**src/rtl/szukanie_bitu_pkg.sv**
```systemverilog
// Shared definitions for the lowest-set-bit finder: FSM state type and default operand width.
package szukanie_bitu_pkg;

    localparam int DEFAULT_BITS = 32;

    typedef enum logic [1:0] {
        IDLE,
        SCAN,
        DONE
    } state_t;

endpackage

```
**src/rtl/szukanie_bitu.sv**
```systemverilog
// Sequential one-hot-to-index encoder: scans the operand LSB-first, one bit per clock,
// and reports the index of the lowest set bit (or an error for an all-zero word).
module szukanie_bitu
    import szukanie_bitu_pkg::*;
#(
    parameter int BITS = DEFAULT_BITS
) (
    input  logic                   i_clk,
    input  logic                   i_rst,
    input  logic                   i_start,
    input  logic signed [BITS-1:0] i_arg_A,
    output logic signed [BITS-1:0] o_result,
    output logic                   o_error,
    output logic                   o_busy,
    output logic                   o_valid
);

    localparam int CW = (BITS > 1) ? $clog2(BITS) : 1;
    localparam logic [CW-1:0] LAST_INDEX = CW'(BITS - 1);

    state_t          state;
    logic [BITS-1:0] shift_reg;
    logic [CW-1:0]   index;

    assign o_busy = (state != IDLE);

    // The counter stops at BITS-1, where an all-zero word is declared instead of wrapping.
    always_ff @(posedge i_clk) begin
        if (i_rst) begin
            state     <= IDLE;
            shift_reg <= '0;
            index     <= '0;
            o_result  <= '0;
            o_error   <= 1'b0;
            o_valid   <= 1'b0;
        end else begin
            o_valid <= 1'b0;
            case (state)
                IDLE: begin
                    if (i_start) begin
                        shift_reg <= $unsigned(i_arg_A);
                        index     <= '0;
                        state     <= SCAN;
                    end
                end
                SCAN: begin
                    if (shift_reg[0]) begin
                        o_result <= {{(BITS - CW){1'b0}}, index};
                        o_error  <= 1'b0;
                        o_valid  <= 1'b1;
                        state    <= DONE;
                    end else if (index == LAST_INDEX) begin
                        o_result <= '0;
                        o_error  <= 1'b1;
                        o_valid  <= 1'b1;
                        state    <= DONE;
                    end else begin
                        shift_reg <= shift_reg >> 1;
                        index     <= index + CW'(1);
                    end
                end
                DONE: begin
                    state <= IDLE;
                end
                default: begin
                    state <= IDLE;
                end
            endcase
        end
    end

endmodule

```
**config.mk**
```make
export PLATFORM = sky130hd
export DESIGN_NAME = szukanie_bitu
export DESIGN_NICKNAME = d
export VERILOG_FILES = /design/src/rtl/szukanie_bitu_pkg.sv /design/src/rtl/szukanie_bitu.sv
export SDC_FILE = /design/constraint.sdc
export NUM_CORES = 1
export LEC_CHECK = 0
export CAP_MARGIN = 30
export CORE_ASPECT_RATIO = 0.6
export CORE_UTILIZATION = 45
export DETAILED_ROUTE_END_ITERATION = 8
export GPL_TIMING_DRIVEN = 0
export PLACE_DENSITY = 0.77
export REMOVE_ABC_BUFFERS = 1
export SYNTH_ARGS = -nofsm -noshare
export SYNTH_HDL_FRONTEND = slang
export SYNTH_SLANG_ARGS = --single-unit
```
**constraint.sdc**
```tcl
create_clock -name i_clk -period 2.5 [get_ports i_clk]
set_clock_uncertainty 0.1 [all_clocks]
set_input_delay 0.75 -clock i_clk [delete_from_list [all_inputs] [get_ports i_clk]]
set_output_delay 0.75 -clock i_clk [all_outputs]
set_load 0.01 [all_outputs]
```
==> results by group <==
Worst setup path
  • CP delay by family, top: flip-flops
  • CP arrival: 1.56 ns
  • Crit-path max FO: 9
  • Startpoint Class: flop
  • Data required, critical path: 1.65 ns
  • Reg2Reg Setup Slack: 0.11 ns
  • Crit path kind: reg2out
  • Crit path max-delay cell type: dfxtp_1
  • Levels on crit path: 2
  • Buf/Inv on CP: 1
  • Worst reg2reg path depth: 6
  • Setup crit end kind: output port
  • CP cell instances: or2_2 -> clkdlybuf4s50_1
  • Worst path max stage delay: 0.55 ns

Power and ir drop
  • LEAKAGE: 0.946 nW
  • Total power: 1.66 mW
  • Int Power: 1.21 mW
  • VDD IR max: 0.000302 V
  • Sw Pwr: 0.444 mW
  • Net Sw Frac: 26.8%
  • Clock power share: 33.8%
  • P per Cell Area: between 600 and 700 mW/mm^2
  • Combinational power share: 17.5%
  • Reg power frac: 48.8%

Clocking
  • Clock sink count: 46
  • Clock tree root buffer cell: clkbuf_8
  • CTS tree: built
  • CTS H-Tree Depth: 2
  • Clock Path Buffers: 2
  • Clock slew at reported path FFs: 0.09 ns
  • CTS Buf Count: 5
  • Hold Buf Count CTS: 0
  • Clock Latency Late Sink: roughly 0.30 ns

Drt
  • WL per Instance: about 14 microns
  • Initial DRC count: ~130
  • Routed Wire Length: 4830 microns
  • Via Count: 1816
  • Vias per cell: 5.37
  • Post-DRT Antenna Nets: 0
  • DR DRC count: 0
  • DR pass1 iterations: 4

Finish
  • Final net count: 315
  • Max reg flops: 32
  • Design area: 0.00262 sq mm
  • Ratio of cells with drive above 1 in the final layout: between 8 and 9%
  • Layout area overhead: 24.8%
  • Number of diodes: 0

Synthesis
  • Top-count cell post-synth: dfxtp_1
  • Synth warn: 0
  • Average instance area after synthesis: 8.65 sq um
  • Post-synth top flop: dfxtp_1
  • Yosys reg bits: 46
  • Post-synth top cells: 46 x dfxtp_1, 42 x a21oi_1, 34 x nand3_1
  • Synth Cell Area: 0.00210 sq mm
  • Largest cells by area after synthesis: dfxtp_1 44%, a22oi_1 11%, a21oi_1 10%
  • EDFF count, synth: 0
  • Yosys top cell by area: dfxtp_1
  • Seq/Total Area, Yosys: 43.8%
  • Share of synthesized registers carrying an async set or reset: 0%
  • Cell variety after synth: 28
  • Share of the synthesized area in the top cell type: between 40% and 50%
  • Post-Syn Instances: 243

Run
  • Total of max-cap violations: 0

Global route
  • GRT Total Usage: between 10% and 20%
  • Vias in the first global route: approximately 1500
  • Initial antenna violation count: 0
  • Grt ovf: 0
  • First-pass GRT wire length: 7160 microns
  • Largest net degree at the start of global routing: between 40 and 50

Die
  • Placeable Area: 0.00428 sq mm
  • Starting Density: 49.1%
  • Row count: 18
  • Io pins: 70
  • Die H: roughly 55 microns
  • Die W: 90.2 microns
  • Die Area: 0.00495 sq mm

STA
  • FMAX: approximately 0.42 GHz
  • Fin. max-slew vios: 0
  • Hold slack: between 0.3 and 0.4 ns
  • Minimum clock period: 2.41 ns
  • Final worst-path cycle share: a little over nine tenths
  • Fin. Hold Viols: 0
  • Setup violators final: 0
  • RSZ-0062 raised after global routing: no
  • Setup WS post-layout: 0.0924 ns
  • Worst Tran Pin Value: 0.811 ns
  • Rel. slew slack: 45.9%

Run status
  • Outcome: finished clean

Place
  • Place WS: -0.0632 ns
  • Dpl hpwl: 2930 microns
  • I/O Buffers: 42
  • GPL Wtd Cong: 0.722
  • Post-Place Cell Area: approximately 0.0024 sq mm

Hold path
  • Hold WC Path Type: reg2reg
  • Hold path depth: 2
==> layer usage <==
metal / routed length, microns / track usage [%] / share of wire [%] / vias to the layer above
met4: 18 / 4.84 / 0.37 / 0
met1: 2310 / 24.5 / 48 / 864
met2: 2160 / 30.2 / 45 / 55
met3: 341 / 6.42 / 7.1 / 2
met5: 0 / 0 / 0 / -
li1: - / - / - / 895
==> worst register-to-register path: cells and delay by family, from the launching register on <==
kind	cells	cell delay [ns]
AOI/OAI and AO/OA	1	0.14
DFF	1	0.36
and+or+nand+nor	3	1.29
adders and majority gates	2	0.45
==> timing repair <==
item,4_1_cts,5_1_grt
pin swaps,1,1
cloned,0,1
buffers inserted,4,0
resized for setup,0,3
setup endpoints to repair,2,1
==> worst paths after layout <==
check,startpoint,to
worst min register to register,shift_reg[13],shift_reg[13]
worst min-delay path,shift_reg[13],shift_reg[13]
worst max-delay path,state[0],o_busy
worst max register to register,index[0],index[3]
==> logic make-up after synthesis <==
group	after synthesis	synth area share, %
compound gates	82	23.5
simple gates	60	15.7
buf+inv	50	14.5
flops	46	43.8
fa+ha+maj	3	1.79
xor+xnor	1	0.417
other cells	1	0.179
==> final cells by class <==
cell class,count,area (sq um)
flip-flops and latches,46,922
fillers,401,1660
clock inverters,3,43.8
repair buffers,48,500
inverters,2,7.51
well taps,60,75.1
multi-input cells,174,1000
clock buffers,5,68.8
==> power groups by stage <==
| stage | Combinational, mW | Clock [mW] | Sequential [mW] |
|---|---|---|---|
| 3_5_place_dp | 0.269 | 0 | 0.822 |
| 3_3_place_gp | 0.250 | 0 | 0.819 |
| 4_1_cts | 0.284 | 0.568 | 0.805 |
| 2_1_floorplan | 0.147 | 0 | 0.814 |
| 5_1_grt | 0.316 | 0.599 | 0.813 |
| 6_report | 0.289 | 0.559 | 0.808 |
==> cell usage in the layout (no fill, tap or decap), types with 2 or more instances in the layout <==
| master | instances |
|---|---|
| dfxtp_1 | 45 |
| a21oi_1 | 42 |
| clkdlybuf4s50_1 | 41 |
| nand3_1 | 34 |
| a22oi_1 | 30 |
| conb_1 | 27 |
| o21ai_0 | 7 |
| nand2_1 | 6 |
| clkbuf_8 | 5 |
| nor2_1 | 4 |
| nor3_1 | 4 |
| buf_4 | 3 |
| or4b_4 | 2 |
| or3_1 | 2 |
| nand2b_1 | 2 |
| inv_1 | 2 |
| o211ai_1 | 2 |
| ha_1 | 2 |
==> per-stage QoR <==
stage	util (%)	TNS (ns)	cells
final	61.3	0	338
after global placement	56.0	-45.47	323
after detailed placement	57.2	-1.46	325
after floorplan	-	-11.80	221
after global routing	61.3	0	338
after CTS	60.8	0	337
(Power assumes the default switching activity.)
